**src/rtl/mult32_controller.sv**
```systemverilog
// rtl/mult32_controller.sv - sequential 32x32 unsigned shift-add multiplier controller
//
// Purpose: multiplies two 32-bit unsigned operands into a 64-bit product with
// a four-state FSM (IDLE, LOAD, CALC, DONE). CALC retires one multiplier bit
// per cycle.
//
// Ports:
//   clk         in   1   rising-edge clock
//   reset_n     in   1   synchronous active-low reset
//   start       in   1   begin a multiply (only sampled in IDLE)
//   a           in  32   multiplicand, captured on the accepting edge
//   b           in  32   multiplier, captured on the accepting edge
//   busy        out  1   high in LOAD, CALC and DONE
//   done        out  1   one-cycle pulse, product valid
//   product_hi  out 32   upper half of the product
//   product_lo  out 32   lower half of the product
//
// Optional feature macro: MULT_EARLY_EXIT_EN
//   When defined, a CALC cycle that starts with no multiplier bits left
//   finishes the pending accumulator shift at once and goes to DONE.

module mult32_controller #(
    parameter int ITER = 32
) (
    input  logic        clk,
    input  logic        reset_n,
    input  logic        start,
    input  logic [31:0] a,
    input  logic [31:0] b,
    output logic        busy,
    output logic        done,
    output logic [31:0] product_hi,
    output logic [31:0] product_lo
);

    typedef enum logic [1:0] {
        S_IDLE = 2'd0,
        S_LOAD = 2'd1,
        S_CALC = 2'd2,
        S_DONE = 2'd3
    } state_t;

    localparam logic [5:0] LAST_CNT = 6'(ITER - 1);

    state_t      state_q;
    logic [31:0] mcand_q;
    logic [31:0] mplier_q;
    logic [31:0] acc_hi_q;
    logic [31:0] acc_lo_q;
    logic [5:0]  cnt_q;
    logic        busy_q;
    logic        done_q;

    logic [31:0] pp_d;
    logic [32:0] sum_d;

    // Partial product is a plain AND gate array gated by the current LSB.
    assign pp_d  = mcand_q & {32{mplier_q[0]}};
    // 33-bit sum keeps the carry, which becomes the new MSB after the shift.
    assign sum_d = {1'b0, acc_hi_q} + {1'b0, pp_d};

`ifdef MULT_EARLY_EXIT_EN
    logic [6:0]  rem_d;
    logic [63:0] acc_flush_d;

    // Remaining iterations would only add zero, so the accumulator just
    // needs the outstanding right shifts applied in one step.
    assign rem_d       = 7'(ITER) - {1'b0, cnt_q};
    assign acc_flush_d = {acc_hi_q, acc_lo_q} >> rem_d;
`endif

    always_ff @(posedge clk) begin
        if (!reset_n) begin
            state_q  <= S_IDLE;
            mcand_q  <= '0;
            mplier_q <= '0;
            acc_hi_q <= '0;
            acc_lo_q <= '0;
            cnt_q    <= '0;
            busy_q   <= 1'b0;
            done_q   <= 1'b0;
        end else begin
            case (state_q)
                S_IDLE: begin
                    done_q <= 1'b0;
                    if (start) begin
                        mcand_q  <= a;
                        mplier_q <= b;
                        busy_q   <= 1'b1;
                        state_q  <= S_LOAD;
                    end
                end

                S_LOAD: begin
                    acc_hi_q <= '0;
                    acc_lo_q <= '0;
                    cnt_q    <= '0;
                    state_q  <= S_CALC;
                end

                S_CALC: begin
`ifdef MULT_EARLY_EXIT_EN
                    if (mplier_q == '0) begin
                        acc_hi_q <= acc_flush_d[63:32];
                        acc_lo_q <= acc_flush_d[31:0];
                        done_q   <= 1'b1;
                        state_q  <= S_DONE;
                    end else begin
`endif
                        // {carry, acc_hi_next, acc_lo} >> 1
                        acc_hi_q <= sum_d[32:1];
                        acc_lo_q <= {sum_d[0], acc_lo_q[31:1]};
                        mplier_q <= mplier_q >> 1;
                        cnt_q    <= cnt_q + 6'd1;
                        if (cnt_q == LAST_CNT) begin
                            done_q  <= 1'b1;
                            state_q <= S_DONE;
                        end
`ifdef MULT_EARLY_EXIT_EN
                    end
`endif
                end

                S_DONE: begin
                    done_q  <= 1'b0;
                    busy_q  <= 1'b0;
                    state_q <= S_IDLE;
                end

                default: state_q <= S_IDLE;
            endcase
        end
    end

    // The accumulator doubles as the product register: it is only cleared by
    // LOAD, so the last result stays put throughout IDLE.
    assign busy       = busy_q;
    assign done       = done_q;
    assign product_hi = acc_hi_q;
    assign product_lo = acc_lo_q;

endmodule

```
**config.mk**
```make
export PLATFORM = sky130hd
export DESIGN_NAME = mult32_controller
export DESIGN_NICKNAME = d
export VERILOG_FILES = /design/src/rtl/mult32_controller.sv
export SDC_FILE = /design/constraint.sdc
export NUM_CORES = 1
export LEC_CHECK = 0
export ABC_AREA = 1
export BUFFER_PORTS_ARGS = -buffer_cell sky130_fd_sc_hd__buf_4
export CAP_MARGIN = 10
export CELL_PAD_IN_SITES_DETAIL_PLACEMENT = 0
export CELL_PAD_IN_SITES_GLOBAL_PLACEMENT = 1
export CORE_AREA = 3 3 140 142
export DETAILED_ROUTE_END_ITERATION = 12
export DIE_AREA = 0 0 143 145
export GPL_TIMING_DRIVEN = 1
export HOLD_SLACK_MARGIN = 0.12
export PLACE_DENSITY_LB_ADDON = 0.2
export REMOVE_ABC_BUFFERS = 1
export SYNTH_ARGS = -nofsm -noshare
export SYNTH_HDL_FRONTEND = slang
export SYNTH_SLANG_ARGS = --single-unit
```
**constraint.sdc**
```tcl
create_clock -name clk -period 5.1 [get_ports clk]
set_input_delay 0.255 -clock clk [delete_from_list [all_inputs] [get_ports clk]]
set_output_delay 0.255 -clock clk [all_outputs]
set_load 0.005 [all_outputs]
```
==> impl_metrics.csv <==
group,metric,value,unit
critical_path,critPathKind,"reg -> reg",
status,status,"finished, final reports clean",
floorplan,die_area,0.0207,mm²
pwr,clockPowerShare,34.5,%
critical_path,r2r.worst_path.cells,7,
pwr,p_int,2250,µW
routing,drc,0,
synthesis,yosys_warnings,0,
pwr,power,3620,µW
pwr,switching_share,37.7,%
critical_path,path_cells,"inv_1 > ha_1 > nand2_1 > inv_2 > buf_4 > nand2_1 > a21oi_1",
critical_path,regToRegStartpoint,"state_q[1]$_SDFFE_PN0P_",
synthesis,synth_area,0.00786,mm²
cts,clk_pin_slew,70,ps
routing,drtIter0Drc,408,
timing,fmax,0.381,GHz
layout,layout.nets,1498,
critical_path,critPathCaptureType,"flop",
routing,vias,7883,
timing,setup_tns,0,ps
pwr,netSwitchingPower,1370,µW
pwr,p_leak,0.00507,µW
grt,overflow,0,
synthesis,synth-seq-cells,138,
timing,rsz0062_at_grt,"false",
grt,grt_max_degree,69,
synthesis,yosysTopAreaCellShare,35.2,%
floorplan,initial_core_util,42.3,%
cts,cts_made_buffers,17,
grt,grt_usage,21.9,%
pwr,seqPwrFrac,37.2,%
timing,fin_crit_sh,51.5,%
cts,clock-sinks,138,
timing,relSlewSlack,56.0,%
cts,cts_buffer_depth,2,
timing,hold_violations,0,
critical_path,endpoint,"product_lo[2]$_SDFFE_PN0P_",
routing,drt-total-wl,22.3,mm
cts,cts_tree,"built",
cts,cts_root_buf,"clkbuf_16",
timing,finalSetupViolations,0,
critical_path,r2r_slack,2470,ps
synthesis,synth_cells,1222,
timing,fin_worst_skew,9.59,ps
layout,multiInputGateArea,0.00428,mm²
critical_path,cp.required,5460,ps
layout,area_delta_synth_final,30.2,%
critical_path,slowest_stage,"inv_2",
layout,drive_gt1_share,17.8,%
timing,slew_violations,0,
routing,drt_first_pass_iters,5,
synthesis,synth_cell_types,39,
grt,grt_first_pass_wirelength,37.1,mm
synthesis,ys_seq_area_share,35.2,%
cts,cts_resized,0,
floorplan,core_area,0.0186,mm²
layout,nFillCells,1892,
cts,clk_latency,430,ps
layout,antenna_cells,0,
critical_path,worstSetupStartpointType,"flop",
pwr,peakVddDrop,0.228,mV
critical_path,cp_max_fo,28,
critical_path,critPathBufInv,3,
critical_path,critical_path.max_stage_delay,650,ps
synthesis,avgSynthCellArea,6.43,µm²
pwr,powerDensity,354,mW/mm²
grt,grt_pass1_vias,7366,
place,place_congestion,0.839,
floorplan,fp.dieW,143,µm
cts,h-tree-depth,4,
place,hpwl,15.8,mm
timing,period_needed,2630,ps
critical_path,cp_top_family,"buffers and inverters",
hold_path,hp-class,"in -> reg",
routing,avgRoutedWirePerCell,13.6,µm
floorplan,row_count,50,
cts,cts_setup_buffers,0,
flow_run,cap_viol_max_count,0,
timing,worstMarginPinSlew,659,ps
critical_path,crit_cells,7,
pwr,comb_power_share,28.4,%
place,io_buffers,132,
critical_path,rr_endpoint,"product_lo[2]$_SDFFE_PN0P_",
routing,vias_per_cell,4.80,
critical_path,crit_path_start,"state_q[1]$_SDFFE_PN0P_",
layout,seq_area,0.00276,mm²
floorplan,die_h,145,µm
floorplan,ios,133,
critical_path,critPathArrivalTime,2980,ps
routing,antenna_left,0,
grt,antenna_found_initial,0,
critical_path,crit_top_cell,"nand2_1",
synthesis,synth_top_cell_by_area,"dfxtp_1",
synthesis,synth_area_leaders,"dfxtp_1 35%, nand2_1 20%, inv_1 6.5%",
## tightest hold or removal path, cell delays in order
cell and delay, ps:
buf_4 80, o21ai_0 70, nor2_1 90
## power groups by stage
| stage | clock network (µW) | registers, µW | logic, µW |
|---|---|---|---|
| final | 1250 | 1350 | 1030 |
| after global routing | 1320 | 1370 | 1170 |
| after floorplan | 0 | 1360 | 633 |
| after detailed placement | 0 | 1390 | 959 |
| after CTS | 1270 | 1360 | 1000 |
| after global placement | 0 | 1380 | 953 |
## metrics by stage
step | worst slack (ps) | instance area, µm² | std cells | hold slack [ps] | utilization (%)
finish | 2470 | 10200 | 1641 | 120 | 55.1
global route | 2240 | 10200 | 1641 | 128 | 55.1
CTS | 2040 | 10200 | 1640 | 124 | 54.9
detailed placement | 2060 | 8980 | 1545 | 461 | 48.3
global placement | 2200 | 8980 | 1545 | 455 | 48.3
floorplan | 2420 | 7650 | 1172 | 391 | -
## state kept, by name, summed over array words and instances, names as in the netlist
signal	count
product_lo	32
mplier_q	32
done	1
mcand_q	32
state_q	2
product_hi	32
cnt_q	6
busy	1
## final cells by class
type	instances	share of cell area, %
well taps	234	2.86
repair buffers	203	16.6
flip-flops and latches	138	27.0
multi-input cells	873	41.8
inverters	161	5.91
clock buffers	18	4.29
clock inverters	14	1.48
## layer usage
layer | GRT usage (%) | up-vias | wire [µm]
li1 | - | 4207 | -
met1 | 30.8 | 3508 | 10900
met2 | 34.3 | 147 | 10200
met3 | 3.92 | 21 | 898
met4 | 6.23 | 0 | 335
met5 | 0 | - | 0
## how the worst min path moves through the flow
stage / from / cells after the start / slack [ps] / endpoint
6_report: a[4] / 3 / 120 / mcand_q[4]$_SDFFE_PN0P_
5_1_grt: b[9] / 3 / 130 / mplier_q[9]$_SDFFE_PN0P_
4_1_cts: b[9] / 3 / 120 / mplier_q[9]$_SDFFE_PN0P_
3_5_place_dp: mplier_q[12]$_SDFFE_PN0P_ / 2 / 460 / mplier_q[11]$_SDFFE_PN0P_
3_3_place_gp: product_lo[0]$_SDFFE_PN0P_ / 2 / 450 / product_lo[0]$_SDFFE_PN0P_
2_1_floorplan: reset_n / 2 / 390 / mcand_q[0]$_SDFFE_PN0P_
## synth_stat cells
| cell type | count |
|---|---|
| o21ai_4 | 1 |
| nor2_1 | 107 |
| nor2_4 | 2 |
| o21ai_0 | 77 |
| o21bai_1 | 2 |
| a21oi_1 | 93 |
| buf_2 | 14 |
| a21oi_2 | 9 |
| fa_1 | 1 |
| nor3_1 | 4 |
| nand3b_1 | 4 |
| and3_1 | 1 |
| buf_1 | 1 |
| a31oi_1 | 31 |
| xnor2_1 | 1 |
| ha_1 | 36 |
| inv_1 | 137 |
| nand2_2 | 19 |
| or2_1 | 2 |
| inv_2 | 22 |
| nor2_2 | 5 |
| o21ai_1 | 2 |
| o211a_1 | 1 |
| clkinv_1 | 2 |
| nor3_2 | 4 |
| clkbuf_2 | 1 |
| or2_2 | 2 |
| clkbuf_1 | 33 |
| nand2_4 | 1 |
| o21bai_2 | 1 |
| buf_4 | 1 |
| nand3_2 | 12 |
| nand3_1 | 37 |
| a2bb2oi_1 | 1 |
| a21o_1 | 2 |
| nand2_1 | 409 |
| a221oi_1 | 2 |
| dfxtp_1 | 138 |
| nand4_1 | 4 |
## logic make-up after synthesis
family                     count (synthesis)  synth area share [%]
and+or+nand+nor                          613                  32.7
AOI/OAI and AO/OA                        222                  15.6
buffers and inverters                    211                  10.4
DFF                                      138                  35.2
adders and majority gates                 37                  5.99
xor gates and xnor gates                   1                 0.112
## timing repair
action	4_1_cts	5_1_grt
hold buffers	63	0
endpoints found under the setup margin	0	0
hold endpoints to repair	63	0
## placed cells by master (no fill, tap or decap), types with 19 or more instances in the layout
| master | instances |
|---|---|
| nand2_1 | 409 |
| buf_4 | 139 |
| dfxtp_1 | 138 |
| inv_1 | 137 |
| nor2_1 | 107 |
| a21oi_1 | 93 |
| o21ai_0 | 77 |
| dlygate4sd3_1 | 63 |
| nand3_1 | 37 |
| ha_1 | 36 |
| a31oi_1 | 31 |
| inv_2 | 23 |
| nand2_2 | 19 |
Note: power is estimated with default switching activity, not from simulation.
